**config.mk**
```make
export PLATFORM = sky130hd
export DESIGN_NAME = vga_rgb_source
export DESIGN_NICKNAME = d
export VERILOG_FILES = /design/src/rtl/vga_timing_pkg.sv /design/src/rtl/vga_sync_gen.sv /design/src/rtl/vga_rgb_source.sv
export SDC_FILE = /design/constraint.sdc
export NUM_CORES = 1
export LEC_CHECK = 0
export CORE_ASPECT_RATIO = 0.8
export CORE_MARGIN = 2
export CORE_UTILIZATION = 46
export CTS_CLUSTER_DIAMETER = 120
export DETAILED_ROUTE_END_ITERATION = 12
export PLACE_DENSITY_LB_ADDON = 0.2
export SLEW_MARGIN = 5
export SYNTH_ARGS = -nofsm -noshare
export SYNTH_HDL_FRONTEND = slang
export SYNTH_SLANG_ARGS = --single-unit
export TNS_END_PERCENT = 1
```
**constraint.sdc**
```tcl
create_clock -name clk -period 2.7 [get_ports clk]
set_input_delay 0.54 -clock clk [delete_from_list [all_inputs] [get_ports clk]]
set_output_delay 0.54 -clock clk [all_outputs]
set_load 0.02 [all_outputs]
```
**src/rtl/vga_timing_pkg.sv**
```systemverilog
// Shared VGA timing constants and pattern types for the RGB test-pattern source.
// Defaults describe 640x480 @ 60 Hz with a 25.175 MHz pixel clock.
package vga_timing_pkg;

  localparam int H_DISPLAY_DEF = 640;
  localparam int H_FRONT_DEF   = 16;
  localparam int H_SYNC_DEF    = 96;
  localparam int H_BACK_DEF    = 48;
  localparam int V_DISPLAY_DEF = 480;
  localparam int V_FRONT_DEF   = 10;
  localparam int V_SYNC_DEF    = 2;
  localparam int V_BACK_DEF    = 33;

  localparam int H_TOTAL = H_DISPLAY_DEF + H_FRONT_DEF + H_SYNC_DEF + H_BACK_DEF;
  localparam int V_TOTAL = V_DISPLAY_DEF + V_FRONT_DEF + V_SYNC_DEF + V_BACK_DEF;

  // Width of the hpos/vpos counters; must hold H_TOTAL-1 and V_TOTAL-1.
  localparam int POS_W = 10;

  typedef enum logic [1:0] {
    PAT_BARS  = 2'd0,
    PAT_GRAD  = 2'd1,
    PAT_CHECK = 2'd2,
    PAT_WHITE = 2'd3
  } pattern_mode_t;

  typedef struct packed {
    logic [7:0] r;
    logic [7:0] g;
    logic [7:0] b;
  } rgb_t;

endpackage

```
**src/rtl/vga_sync_gen.sv**
```systemverilog
// Pixel/line counters and unregistered sync/visible decode for the VGA source.
// Decode outputs describe the current counter position; the caller registers them.
module vga_sync_gen
  import vga_timing_pkg::*;
#(
  parameter int H_DISPLAY = H_DISPLAY_DEF,
  parameter int H_FRONT   = H_FRONT_DEF,
  parameter int H_SYNC    = H_SYNC_DEF,
  parameter int H_BACK    = H_BACK_DEF,
  parameter int V_DISPLAY = V_DISPLAY_DEF,
  parameter int V_FRONT   = V_FRONT_DEF,
  parameter int V_SYNC    = V_SYNC_DEF,
  parameter int V_BACK    = V_BACK_DEF
) (
  input  logic             clk,
  input  logic             reset,
  input  logic             pix_en,
  output logic [POS_W-1:0] hpos,
  output logic [POS_W-1:0] vpos,
  output logic             hsync_raw,
  output logic             vsync_raw,
  output logic             visible_raw
);

  localparam int H_TOT = H_DISPLAY + H_FRONT + H_SYNC + H_BACK;
  localparam int V_TOT = V_DISPLAY + V_FRONT + V_SYNC + V_BACK;

  localparam logic [POS_W-1:0] H_LAST   = POS_W'(H_TOT - 1);
  localparam logic [POS_W-1:0] V_LAST   = POS_W'(V_TOT - 1);
  localparam logic [POS_W-1:0] H_VIS    = POS_W'(H_DISPLAY);
  localparam logic [POS_W-1:0] V_VIS    = POS_W'(V_DISPLAY);
  localparam logic [POS_W-1:0] HS_FIRST = POS_W'(H_DISPLAY + H_FRONT);
  localparam logic [POS_W-1:0] HS_LAST  = POS_W'(H_DISPLAY + H_FRONT + H_SYNC - 1);
  localparam logic [POS_W-1:0] VS_FIRST = POS_W'(V_DISPLAY + V_FRONT);
  localparam logic [POS_W-1:0] VS_LAST  = POS_W'(V_DISPLAY + V_FRONT + V_SYNC - 1);

  logic [POS_W-1:0] hpos_q, hpos_d;
  logic [POS_W-1:0] vpos_q, vpos_d;

  // Next counter position: hold when disabled, wrap the column at line end and the row at frame end.
  always_comb begin
    hpos_d = hpos_q;
    vpos_d = vpos_q;
    if (pix_en) begin
      if (hpos_q == H_LAST) begin
        hpos_d = '0;
        vpos_d = (vpos_q == V_LAST) ? '0 : vpos_q + 1'b1;
      end else begin
        hpos_d = hpos_q + 1'b1;
      end
    end
  end

  // Counter state; reset returns to the top-left of a fresh frame immediately.
  always_ff @(posedge clk or posedge reset) begin
    if (reset) begin
      hpos_q <= '0;
      vpos_q <= '0;
    end else begin
      hpos_q <= hpos_d;
      vpos_q <= vpos_d;
    end
  end

  // Position decode for the current counter value (active-low syncs).
  always_comb begin
    hsync_raw   = !((hpos_q >= HS_FIRST) && (hpos_q <= HS_LAST));
    vsync_raw   = !((vpos_q >= VS_FIRST) && (vpos_q <= VS_LAST));
    visible_raw = (hpos_q < H_VIS) && (vpos_q < V_VIS);
  end

  assign hpos = hpos_q;
  assign vpos = vpos_q;

endmodule

```
**src/rtl/vga_rgb_source.sv**
```systemverilog
// VGA test-pattern source: timing counters plus a one-stage registered pattern pipeline.
// Optional build macro VGA_PATTERN_ANIM_EN adds a frame counter that scrolls the
// bars and gradient patterns one pixel per frame; without it frame is tied to 0.
module vga_rgb_source
  import vga_timing_pkg::*;
#(
  parameter int H_DISPLAY = H_DISPLAY_DEF,
  parameter int H_FRONT   = H_FRONT_DEF,
  parameter int H_SYNC    = H_SYNC_DEF,
  parameter int H_BACK    = H_BACK_DEF,
  parameter int V_DISPLAY = V_DISPLAY_DEF,
  parameter int V_FRONT   = V_FRONT_DEF,
  parameter int V_SYNC    = V_SYNC_DEF,
  parameter int V_BACK    = V_BACK_DEF
) (
  input  logic             clk,
  input  logic             reset,
  input  logic             pix_en,
  input  logic [1:0]       mode,
  output logic             hsync,
  output logic             vsync,
  output logic             visible,
  output logic [POS_W-1:0] hpos,
  output logic [POS_W-1:0] vpos,
  output logic [7:0]       dr,
  output logic [7:0]       dg,
  output logic [7:0]       db,
  output logic [7:0]       frame
);

  logic hsync_raw, vsync_raw, visible_raw;

  vga_sync_gen #(
    .H_DISPLAY (H_DISPLAY),
    .H_FRONT   (H_FRONT),
    .H_SYNC    (H_SYNC),
    .H_BACK    (H_BACK),
    .V_DISPLAY (V_DISPLAY),
    .V_FRONT   (V_FRONT),
    .V_SYNC    (V_SYNC),
    .V_BACK    (V_BACK)
  ) u_sync (
    .clk         (clk),
    .reset       (reset),
    .pix_en      (pix_en),
    .hpos        (hpos),
    .vpos        (vpos),
    .hsync_raw   (hsync_raw),
    .vsync_raw   (vsync_raw),
    .visible_raw (visible_raw)
  );

  // Pixel colour for one position. xs is the column already shifted by the scroll
  // offset; only bits [8:0] matter because bars use [8:6] and the gradient [7:0].
  function automatic rgb_t pattern_pixel(input pattern_mode_t m,
                                         input logic [8:0]    xs,
                                         input logic [7:0]    y,
                                         input logic          chk);
    rgb_t px;
    px = '0;
    case (m)
      PAT_BARS: begin
        px.r = {8{xs[8]}};
        px.g = {8{xs[7]}};
        px.b = {8{xs[6]}};
      end
      PAT_GRAD: begin
        px.r = xs[7:0];
        px.g = y;
        px.b = xs[7:0] ^ y;
      end
      PAT_CHECK: px = {24{chk}};
      PAT_WHITE: px = '1;
      default:   px = '0;
    endcase
    return px;
  endfunction

  // Scroll offset; the full offset is 10 bits but its top bit is always zero.
  logic [8:0] off;

`ifdef VGA_PATTERN_ANIM_EN
  localparam logic [POS_W-1:0] H_LAST = POS_W'(H_DISPLAY + H_FRONT + H_SYNC + H_BACK - 1);
  localparam logic [POS_W-1:0] V_LAST = POS_W'(V_DISPLAY + V_FRONT + V_SYNC + V_BACK - 1);

  logic [7:0] frame_q, frame_d;

  // Count frames on the enabled cycle that wraps both counters back to the origin.
  always_comb begin
    frame_d = frame_q;
    if (pix_en && (hpos == H_LAST) && (vpos == V_LAST)) begin
      frame_d = frame_q + 8'd1;
    end
  end

  // Frame counter state.
  always_ff @(posedge clk or posedge reset) begin
    if (reset) begin
      frame_q <= '0;
    end else begin
      frame_q <= frame_d;
    end
  end

  assign frame = frame_q;
  assign off   = {1'b0, frame_q};
`else
  assign frame = '0;
  assign off   = '0;
`endif

  pattern_mode_t mode_q, mode_d, mode_eff;
  logic          frame_start;
  logic [8:0]    xs_p0;
  rgb_t          px_p0;

  // Stage p0: latch mode at the frame origin (the origin pixel already uses the new
  // mode) and compute the colour for the current counter position.
  always_comb begin
    frame_start = (hpos == '0) && (vpos == '0);
    mode_eff    = frame_start ? pattern_mode_t'(mode) : mode_q;
    mode_d      = mode_q;
    if (pix_en && frame_start) begin
      mode_d = pattern_mode_t'(mode);
    end
    xs_p0 = hpos[8:0] + off;
    px_p0 = visible_raw ? pattern_pixel(mode_eff, xs_p0, vpos[7:0], hpos[5] ^ vpos[5]) : '0;
  end

  // Mode register; a mid-frame change waits for the next frame origin.
  always_ff @(posedge clk or posedge reset) begin
    if (reset) begin
      mode_q <= PAT_BARS;
    end else begin
      mode_q <= mode_d;
    end
  end

  logic hsync_p1_q, hsync_p1_d;
  logic vsync_p1_q, vsync_p1_d;
  logic vld_p1_q,   vld_p1_d;
  rgb_t px_p1_q,    px_p1_d;

  // Stage p1: register syncs, visible and colour together so they stay aligned.
  always_comb begin
    hsync_p1_d = hsync_p1_q;
    vsync_p1_d = vsync_p1_q;
    vld_p1_d   = vld_p1_q;
    px_p1_d    = px_p1_q;
    if (pix_en) begin
      hsync_p1_d = hsync_raw;
      vsync_p1_d = vsync_raw;
      vld_p1_d   = visible_raw;
      px_p1_d    = px_p0;
    end
  end

  // Output registers; reset shows idle syncs and black.
  always_ff @(posedge clk or posedge reset) begin
    if (reset) begin
      hsync_p1_q <= 1'b1;
      vsync_p1_q <= 1'b1;
      vld_p1_q   <= 1'b0;
      px_p1_q    <= '0;
    end else begin
      hsync_p1_q <= hsync_p1_d;
      vsync_p1_q <= vsync_p1_d;
      vld_p1_q   <= vld_p1_d;
      px_p1_q    <= px_p1_d;
    end
  end

  assign hsync   = hsync_p1_q;
  assign vsync   = vsync_p1_q;
  assign visible = vld_p1_q;
  assign dr      = px_p1_q.r;
  assign dg      = px_p1_q.g;
  assign db      = px_p1_q.b;

endmodule

```
==> flow_summary_export.csv <==
group,metric,value,unit
status,outcome,"finished, final reports clean",
logic_synthesis,yosysSeqAreaShare,0.449,
floorplan,rows,25,
power_and_ir_drop,ir_drop,335,uV
cells_and_area,areaGrowthSynthToFinish,27.5,%
cts,cts-root-buf,"clkbuf_8",
logic_synthesis,ys_warn_count,0,
hold_path,min_path_type,"reg2reg",
global_routing,grt_pass1_wl,11300,um
logic_synthesis,synth-edff-count,0,
sta,fin_crit,2.59,ns
critical_path,rrSetupSlack,0.11,ns
cts,post_cts_buffers,0,
detailed_routing,drcViolationCount,0,
cells_and_area,layout-drive-gt1-share,0.167,
place,dp_worst_setup_slack,0.160,ns
detailed_routing,routedWlPerCell,16.5,um
cts,cts_buffers,5,
logic_synthesis,synth.lib_cells_used.distinct,51,
floorplan,start_util,0.470,
power_and_ir_drop,p_clk_frac,0.217,
cts,cts_resized,0,
logic_synthesis,synth_area,2740,um^2
detailed_routing,drtPass1Iterations,4,
critical_path,end_kind,"flop",
cts,h-tree-depth,2,
logic_synthesis,synthTopCellsByArea,"dfrtp_1 (43%), o2bb2ai_1 (4.8%), o2bb2ai_2 (4.4%)",
global_routing,grt_util_all_layers,0.221,
sta,min_period_over_period,0.958,
floorplan,die_x,90.2,um
sta,hold_violations,0,
power_and_ir_drop,combPwrFrac,0.364,
sta,rsz0062_at_grt,"false",
detailed_routing,ant_nets,0,
power_and_ir_drop,p_leak,1.50,nW
power_and_ir_drop,switchingPower,0.791,mW
global_routing,grt_max_degree,50,
cts,clock_latency,0.30,ns
critical_path,worst_ep_arrival_time,2.78,ns
sta,slew_headroom,0.578,
logic_synthesis,yosys.area.top_type,"dfrtp_1",
sta,setup_violations,0,
critical_path,start_kind,"flop",
cells_and_area,fin_nets,344,
cts,cts.sinks,49,
global_routing,grt_pass1_vias,2162,
power_and_ir_drop,switching_share,0.355,
sta,skew,0.00380,ns
logic_synthesis,synth_commonest_cells,"dfrtp_1 (47), nor2_1 (30), nand2_1 (20)",
floorplan,io_pins,60,
cells_and_area,antennaDiodeCount,0,
power_and_ir_drop,internal-power,1.43,mW
sta,fmax,387,MHz
power_and_ir_drop,power.density,638,nW/um^2
logic_synthesis,synth-async-reset-ratio,1.00,
cts,clk_path_buf_depth,2,
detailed_routing,viasPerCell,5.41,
run,maxCapViolCount,0,
place,gp_congestion,0.851,
logic_synthesis,syn_inst,272,
cts,ctsHoldBuffers,0,
floorplan,chipHeight,73.0,um
global_routing,grt_overflow,0,
logic_synthesis,synth.most_common_cell,"dfrtp_1",
detailed_routing,drt-initial-drc-count,82,
logic_synthesis,syn_area_per_cell,10.1,um^2
critical_path,worstPathRequired,2.90,ns
logic_synthesis,yosysTopAreaCellShare,0.430,
sta,tightest_slew,0.633,ns
logic_synthesis,synth_flop_cell,"dfrtp_1",
place,hpwl,4900,um
sta,slew_violations,0,
logic_synthesis,ys_seq_elements,49,
place,io_buffer_count,51,
detailed_routing,wl,6870,um
sta,setup_slack,0.114,ns
cts,cts_tree,"done",
detailed_routing,dr_total_vias,2255,
critical_path,crit_type,"reg2reg",
floorplan,coreArea,5820,um^2
power_and_ir_drop,p_seq_frac,0.419,
sta,tns,0,ns
floorplan,die_area,6580,um^2
global_routing,antenna_found_initial,0,
cts,clkTransAtPathRegs,0.09,ns
critical_path,path_max_fanout,17,
cells by family after synthesis:
logic type	count (synthesis)	share of synthesized area
other	1	0.00137
buffers and inverters	38	0.0764
and+or+nand+nor	85	0.162
adders and majority gates	4	0.0183
AOI/OAI and AO/OA	67	0.195
muxes	7	0.0302
xor gates and xnor gates	21	0.0672
DFF	49	0.449
path summary, 6_finish.rpt:
path / endpoint / depth (start not counted) / start
min in group asynchronous: db[2]$_DFFE_PP0P_ / 3 / reset
worst max-delay path: dg[5]$_DFFE_PP0P_ / 8 / u_sync.vpos[1]$_DFFE_PP0P_
worst min-delay path: db[6]$_DFFE_PP0P_ / 1 / db[6]$_DFFE_PP0P_
max in group asynchronous: u_sync.vpos[7]$_DFFE_PP0P_ / 3 / reset
worst min register to register: db[6]$_DFFE_PP0P_ / 1 / db[6]$_DFFE_PP0P_
worst max register to register: dg[5]$_DFFE_PP0P_ / 8 / u_sync.vpos[1]$_DFFE_PP0P_
cell usage in the layout, fill, tap and decap left out, types with 3 or more instances in the layout:
cell type,n
mux2i_1,3
buf_4,23
o2bb2ai_1,15
nand2b_1,5
o21ai_0,11
ha_1,4
nor3_1,5
xor2_1,11
nor2_1,30
and3_1,3
conb_1,8
clkbuf_8,7
nand3_1,4
a211oi_1,5
dfrtp_1,47
xnor2_1,10
nand4_1,4
clkdlybuf4s50_1,51
inv_1,11
nand2_1,20
a21oi_1,12
nor4_1,3
o2bb2ai_2,8
through the flow:
step	hold WS, ns	instance area [um^2]	instances	utilization	power [mW]
after global routing	0.512	3490	417	0.599	2.34
final	0.494	3490	417	0.599	2.22
after detailed placement	0.474	3390	409	0.582	1.75
after CTS	0.498	3490	417	0.599	2.24
after floorplan	0.516	2760	279	-	1.39
after global placement	0.465	3390	409	0.582	1.74
cell type report:
type	instances	area (um^2)
Timing Repair Buffer	74	683
Multi-Input combinational cell	192	1320
Tap cell	81	101
Fill cell	499	2330
Clock buffer	7	96.3
Clock inverter	1	5.00
Inverter	13	48.8
Sequential cell	49	1230
sequential cells by signal, summed over array words and instances, names as in the netlist:
signal	count
u_sync.hpos	10
u_sync.vpos	10
db	8
dg	8
dr	8
mode_q	2
hsync	1
visible	1
vsync	1
metal layers:
layer	GRT usage	up-vias	wire, um
met5	0	-	0
met4	0.0615	0	58
met3	0.0444	5	404
met2	0.332	68	2990
met1	0.328	1117	3420
li1	-	1065	-
power groups by stage:
stage	registers, mW	clock network, mW	logic (mW)
6_report	0.931	0.484	0.810
5_1_grt	0.947	0.529	0.868
4_1_cts	0.931	0.491	0.813
3_5_place_dp	0.943	0	0.811
3_3_place_gp	0.947	0	0.795
2_1_floorplan	1.07	0	0.324
worst max-delay path: stages (launching register included):
cell	delay (ns)
dfrtp_1	0.39
inv_1	0.07
ha_1	0.16
or4b_4	0.48
nor3_4	0.22
and2_4	0.29
mux2_4	0.41
a31o_1	0.20
a32o_1	0.25
(Power assumes the default switching activity.)
